<file path="config.mk">
export PLATFORM = sky130hd
export DESIGN_NAME = instr_cache_refill
export DESIGN_NICKNAME = d
export VERILOG_FILES = /design/src/rtl/instr_cache_refill.sv
export SDC_FILE = /design/constraint.sdc
export NUM_CORES = 1
export LEC_CHECK = 0
export BUFFER_PORTS_ARGS = -buffer_cell sky130_fd_sc_hd__buf_2
export CAP_MARGIN = 30
export CORE_UTILIZATION = 49
export CTS_CLUSTER_DIAMETER = 150
export DETAILED_ROUTE_END_ITERATION = 8
export PLACE_DENSITY = 0.89
export SKIP_LAST_GASP = 1
export SLEW_MARGIN = 20
export SYNTH_ARGS = -nofsm -noshare
export SYNTH_HDL_FRONTEND = slang
export SYNTH_SLANG_ARGS = --single-unit
export TNS_END_PERCENT = 10
</file>
<file path="constraint.sdc">
create_clock -name clk_i -period 4.9 [get_ports clk_i]
set_input_delay 0.735 -clock clk_i [delete_from_list [all_inputs] [get_ports clk_i]]
set_output_delay 0.735 -clock clk_i [all_outputs]
set_load 0.05 [all_outputs]
</file>
<file path="src/rtl/instr_cache_refill.sv">
// instr_cache_refill: refill engine (write side) of a direct-mapped I-cache.
// 16 blocks x 32 words. On a miss it invalidates the target block, fetches
// every word of the block over a req/ack handshake, writes the words, then
// writes the tag, sets the valid bit and pulses done_o.
// Optional feature macro: ICACHE_REFILL_CWF_EN (critical word first). When
// defined, the fetch starts at the missing word and wraps; otherwise it
// always starts at word 0.
module instr_cache_refill #(
  parameter int TAG_W    = 21,
  parameter int INDEX_W  = 4,
  parameter int OFFSET_W = 5
) (
  input  logic                                clk_i,
  input  logic                                rst_ni,
  input  logic                                miss_i,
  input  logic [TAG_W+INDEX_W+OFFSET_W-1:0]   miss_addr_i,
  input  logic                                flush_i,
  output logic                                busy_o,
  output logic                                done_o,
  output logic                                mem_req_o,
  output logic [TAG_W+INDEX_W+OFFSET_W-1:0]   mem_addr_o,
  input  logic                                mem_ack_i,
  input  logic [31:0]                         mem_data_i,
  output logic                                valid_clr_o,
  output logic                                wr_en_o,
  output logic [INDEX_W-1:0]                  wr_index_o,
  output logic [OFFSET_W-1:0]                 wr_offset_o,
  output logic [31:0]                         wr_data_o,
  output logic                                tag_wr_o,
  output logic [TAG_W-1:0]                    wr_tag_o
);

  localparam int ADDR_W = TAG_W + INDEX_W + OFFSET_W;

  localparam logic [2:0] IDLE   = 3'd0;
  localparam logic [2:0] INVAL  = 3'd1;
  localparam logic [2:0] REQ    = 3'd2;
  localparam logic [2:0] WRITE  = 3'd3;
  localparam logic [2:0] COMMIT = 3'd4;

  logic [2:0]          state_q,  state_d;
  logic [TAG_W-1:0]    tag_q,    tag_d;
  logic [INDEX_W-1:0]  index_q,  index_d;
  logic [OFFSET_W-1:0] offset_q, offset_d;
  logic [OFFSET_W-1:0] cnt_q,    cnt_d;
  logic [31:0]         data_q,   data_d;

  // Field split of the incoming word address.
  logic [TAG_W-1:0]    miss_tag;
  logic [INDEX_W-1:0]  miss_index;
  logic [OFFSET_W-1:0] start_offset;

  assign miss_tag   = miss_addr_i[ADDR_W-1 -: TAG_W];
  assign miss_index = miss_addr_i[OFFSET_W +: INDEX_W];

`ifdef ICACHE_REFILL_CWF_EN
  // Critical word first: begin with the word that missed.
  assign start_offset = miss_addr_i[OFFSET_W-1:0];
`else
  // Linear fill from word 0; the miss offset bits are not needed.
  logic unused_miss_offset;
  assign unused_miss_offset = ^miss_addr_i[OFFSET_W-1:0];
  assign start_offset       = '0;
`endif

  // Next-state and datapath-register update; flush overrides everything
  // outside IDLE and discards any ack seen in the same cycle.
  always_comb begin
    state_d  = state_q;
    tag_d    = tag_q;
    index_d  = index_q;
    offset_d = offset_q;
    cnt_d    = cnt_q;
    data_d   = data_q;
    case (state_q)
      IDLE: begin
        if (miss_i && !flush_i) begin
          tag_d    = miss_tag;
          index_d  = miss_index;
          offset_d = start_offset;
          cnt_d    = '0;
          state_d  = INVAL;
        end
      end
      INVAL: begin
        state_d = REQ;
      end
      REQ: begin
        if (mem_ack_i) begin
          data_d  = mem_data_i;
          state_d = WRITE;
        end
      end
      WRITE: begin
        // Offset wraps naturally at the block boundary.
        offset_d = offset_q + OFFSET_W'(1);
        cnt_d    = cnt_q + OFFSET_W'(1);
        state_d  = (cnt_q == '1) ? COMMIT : REQ;
      end
      COMMIT: begin
        state_d = IDLE;
      end
      default: begin
        state_d = IDLE;
      end
    endcase
    if (flush_i && (state_q != IDLE)) begin
      state_d  = IDLE;
      offset_d = offset_q;
      cnt_d    = cnt_q;
      data_d   = data_q;
    end
  end

  // State and latched fields; reset returns to IDLE with everything cleared.
  always_ff @(posedge clk_i or negedge rst_ni) begin
    if (!rst_ni) begin
      state_q  <= IDLE;
      tag_q    <= '0;
      index_q  <= '0;
      offset_q <= '0;
      cnt_q    <= '0;
      data_q   <= '0;
    end else begin
      state_q  <= state_d;
      tag_q    <= tag_d;
      index_q  <= index_d;
      offset_q <= offset_d;
      cnt_q    <= cnt_d;
      data_q   <= data_d;
    end
  end

  // Strobes are decoded straight from the state register.
  assign busy_o      = (state_q != IDLE);
  assign valid_clr_o = (state_q == INVAL);
  assign mem_req_o   = (state_q == REQ);
  assign wr_en_o     = (state_q == WRITE);
  assign tag_wr_o    = (state_q == COMMIT);
  assign done_o      = (state_q == COMMIT);

  // Address and write fields come from latched registers only, so they
  // are stable for the whole handshake.
  assign mem_addr_o  = {tag_q, index_q, offset_q};
  assign wr_index_o  = index_q;
  assign wr_offset_o = offset_q;
  assign wr_data_o   = data_q;
  assign wr_tag_o    = tag_q;

endmodule

</file>
==> Word-level counts from Yosys, hierarchy flattened <==
Cells that the tools add are included.
{ "op_classes": {"n_bitwise": 1, "eq_ne": 8, "n_reduce_logical": 10, "muxes": 8, "addsub": 2} }
{ "op_table": {"columns": ["cell", "count"], "rows": [
  ["case mux 5 bit (2 select lines)", 2],
  ["two-way mux 3 bit", 4],
  ["case mux 3 bit (4 select lines)", 1],
  ["adder 5 x 1 -> 5 bit, second input constant", 2],
  ["equality test 3 x 2 -> 1 bit, second input constant", 2],
  ["AND reduction 3 bit", 2],
  ["equality test 5 bit, second input constant", 1],
  ["two-way mux 5 bit", 1],
  ["AND reduction 2 bit", 2],
  ["equality test 3 x 1 -> 1 bit, second input constant", 1],
  ["equality test 3 bit, second input constant", 1],
  ["zero test 3 bit", 1],
  ["!= test 3 x 1 -> 1 bit, second input constant", 1],
  ["!= test 3 bit, second input constant", 1],
  ["nonzero test 3 bit", 1],
  ["logical AND 1 bit", 2],
  ["!= test 2 bit, second input constant", 1],
  ["nonzero test 2 bit", 1],
  ["zero test 1 bit", 1],
  ["NOT 1 bit", 1]
]} }
{ "totals": {"out_inout_bits": 98, "inputBits": 67, "reg_bits": 70, "word_cells": 35} }

==> Logic depth before layout (Yosys ltp) <==
{ "depth": {"word_depth": 5, "ltp_mapped": 6, "ltp_nobuf": 5} }

==> Worst setup path before layout <==
OpenSTA, ideal clock, no wires.
{ "synth_timing": {"path_type": "register -> output", "startpoint": "register state_q[1]", "endpoint": "output mem_req_o", "arrival_time_ns": 1.727, "stages_incl_launch_ff": 3, "required_ns": 4.165, "path_buffers": 1, "path_slack_ns": 2.438, "cell_sequence": "dfrtp_1 > clkbuf_1 > nor3b_1"} }
{ "synth_via": {"elab_chain_cells": 1} }
{ "synth_rtl": {"columns": ["item", "line", "text"], "rows": [
  ["from (decl)", "41", "logic [2:0] state_q, state_d;"],
  ["from (signal assigned)", "125", "state_q <= state_d;"],
  ["equality test 3 x 2 -> 1 bit", "137", "assign mem_req_o = (state_q == REQ);"],
  ["to (decl)", "20", "output logic mem_req_o,"]
]} }
Every way passes these cells.

==> Final worst setup path <==
Same ends and word-level chain as after synthesis.

==> flow_summary_export.csv <==
group,metric,value,unit
synth,ys.flop_type,"dfrtp_1",
detailed_routing,drcViolationCount,0,
detailed_routing,drt_iter0_drc,68,
global_routing,grt-ovfl-total,0,
synth,yosysTopAreaCellShare,0.545,
synth,synth_top_family_by_area,"multiplexers",
power_and_ir_drop,peakVddDrop,0.458,mV
critical_path,rr_startpoint,"state_q[0]",
sta,fin_skew,0.00809,ns
clock_tree,ctsHtreeMaxLevel,3,
detailed_routing,drt-met1-wl,2730,um
critical_path,critPathKind,"flop to output port",
synth,ys_async_sr_fraction,1.00,
hold_path,hold_path_class,"input pin to async pin",
clock_tree,path_clk_slew,0.08,ns
detailed_routing,antenna_left,0,
clock_tree,cts_buffers,9,
floorplan,die_y,83.0,um
synth,yosysTopAreaCell,"dfrtp_1",
detailed_routing,wl,6770,um
floorplan,pin_count,165,
synth,synth_area_leaders,"dfrtp_1, mux2_2, mux2_4",
sta,setup_violations,0,
critical_path,worstPathRequired,4.16,ns
critical_path,cp-start-kind,"flop",
sta,min_period,2.11,ns
synth,synth.net_count,302,
detailed_routing,top_layer,"met4",
outcome,status,"finished, final reports clean",
power_and_ir_drop,p_per_area,649,nW/um^2
synth,synthXorXnorAreaFrac,0,
cells_and_area,synthToLayoutAreaGrowth,26.8,%
detailed_routing,wl_met2,3550,um
sta,hold_violations,0,
sta,finalCritPeriodShare,0.431,
power_and_ir_drop,finalPower,2640,uW
detailed_routing,dr_wl_met3,340,um
floorplan,fp.dieW,83.0,um
clock_tree,cts_buffer_depth,2,
cells_and_area,stdcell_count,444,
placed_design,place_inst,428,
sta,rsz0062_at_grt,"no",
global_routing,antenna_found_initial,0,
synth,synth.area.mux_share,0.242,
synth,synthDistinctLibCells,30,
floorplan,core,6350,um^2
sta,max_freq,473,MHz
sta,tightest_slew,0.696,ns
sta,fin_tns_setup,0,ns
clock_tree,clk_latency,0.33,ns
critical_path,critPathCaptureType,"output port",
critical_path,r2r-end,"wr_data_o[4]",
synth,synth_fa_ha_area_frac,0.0117,
synth,synth_compound_area_frac,0.0444,
cells_and_area,fin_nets,432,
critical_path,cp_max_fo,11,
sta,maxSlewHeadroom,0.530,
cells_and_area,diodes,0,
floorplan,num_rows,29,
critical_path,cp.arrival,1.38,ns
clock_tree,cts_resized,0,
clock_tree,post_cts_buffers,0,
placed_design,dpl.hpwl,5000,um
synth,synth_edf_count,0,
cells_and_area,final_core_util,0.642,
cells_and_area,drive_gt1_frac,0.654,
floorplan,die_area,6880,um^2
critical_path,ff2ff_setup_slack,2.93,ns
critical_path,startpoint,"state_q[1]",
sta,maxSlewViolCount,0,
placed_design,numPortBuffers,159,
synth,ys_ff_latch,70,
synth,yosys_warnings,0,
clock_tree,cts.sinks,70,
global_routing,grt_pass1_vias,2226,
global_routing,grt_max_degree,43,
global_routing,grt.total_usage,0.208,
synth,synth.avg_cell_area,13.8,um^2
clock_tree,cts_hold_buf,0,
power_and_ir_drop,leakagePower,0.00215,uW
clock_tree,cts_tree,"built",
synth,ys_seq_area_frac,0.545,
synth,synth.cell_area,3210,um^2
clock_tree,cts_root_buf,"clkbuf_8",
floorplan,initial_core_util,0.506,
global_routing,grt_pass1_wl,11100,um
detailed_routing,via_count,2217,
synth,postSynthCellCount,232,
detailed_routing,routedWlPerCell,15.2,um
detailed_routing,firstDrtPassIters,4,
detailed_routing,drt-vias-per-instance,4.99,
placed_design,gp_congestion,0.744,
job,maxCapViolations,0,
critical_path,ff2ff_path_depth,4,
critical_path,cpPeakStageDelay,0.50,ns
synth,yosys.area_share.simple,0.0491,
critical_path,crit_path_top_delay_cell,"dfrtp_1",
critical_path,path_cells,"nor3b_1 -> buf_2",
==> layout by cell type (no fill, tap or decap), drive strengths merged, types with 5 or more instances in the layout <==
cell      n
buf     162
dfrtp    70
mux2     58
clkbuf   11
o21ai     8
nand2     6
inv       6
mux2i     5
==> per-stage QoR <==
stage	setup WS, ns	cell area, um^2	hold WS (ns)
floorplan	2.44	3210	0.439
CTS	2.77	4070	0.421
global placement	2.63	3800	0.485
detailed placement	2.61	3800	0.490
finish	2.79	4070	0.415
global route	2.66	4070	0.466
==> sequential cells by signal, summed over array words and instances, names as in the netlist <==
| signal | cells |
|---|---|
| wr_offset_o | 5 |
| wr_tag_o | 21 |
| wr_data_o | 32 |
| wr_index_o | 4 |
| state_q | 3 |
| cnt_q | 5 |
==> synth_stat cells, types with 3 or more instances <==
cell,instances
a211oi_1,3
buf_4,34
a21oi_1,4
dfrtp_1,70
ha_1,3
o21bai_1,4
nor2_1,4
inv_1,5
mux2_4,20
mux2i_1,5
and2_1,3
mux2_2,38
clkbuf_1,5
o21ai_0,8
nand2_1,6
==> power breakdown <==
part	switching, uW	total (uW)	internal (uW)
registers	93.7	822	729
clock network	217	623	406
logic	902	1200	296
total	1210	2640	1430
==> worst max-delay path: cells and delay by family, from the launching register on <==
kind / cells / cell delay, ns
buffers and inverters: 1 / 0.30
flip-flops: 1 / 0.50
AND/OR/NAND/NOR: 1 / 0.25
==> area by class of cell <==
| type | instances | area [um^2] |
|---|---|---|
| clock inverter | 5 | 129 |
| fill | 479 | 2280 |
| clock buffer | 11 | 141 |
| tap | 77 | 96.3 |
| multi-input combinational | 114 | 1120 |
| sequential | 70 | 1750 |
| inverter | 5 | 18.8 |
| timing repair buffer | 162 | 818 |
==> per-layer routing <==
metal | vias to the layer above | track usage
li1 | 1028 | -
met1 | 1083 | 0.248
met2 | 93 | 0.355
met3 | 13 | 0.0517
met4 | 0 | 0.0940
met5 | - | 0
==> kinds of logic (layout without fill, tap and decap cells) <==
kind of cell,count (synthesis),after routing
flops,70,70
mux,63,63
compound gates,21,21
simple gates,27,27
fa+ha+maj,3,3
buf+inv,48,183
==> worst max path at each step <==
| stage | end | cells past startpoint |
|---|---|---|
| after floorplan | mem_req_o | 2 |
| after global placement | wr_data_o[31] | 5 |
| after detailed placement | wr_data_o[19] | 5 |
| after CTS | busy_o | 2 |
| after global routing | mem_req_o | 2 |
| final | mem_req_o | 2 |
Note: power is estimated with default switching activity, not from simulation.
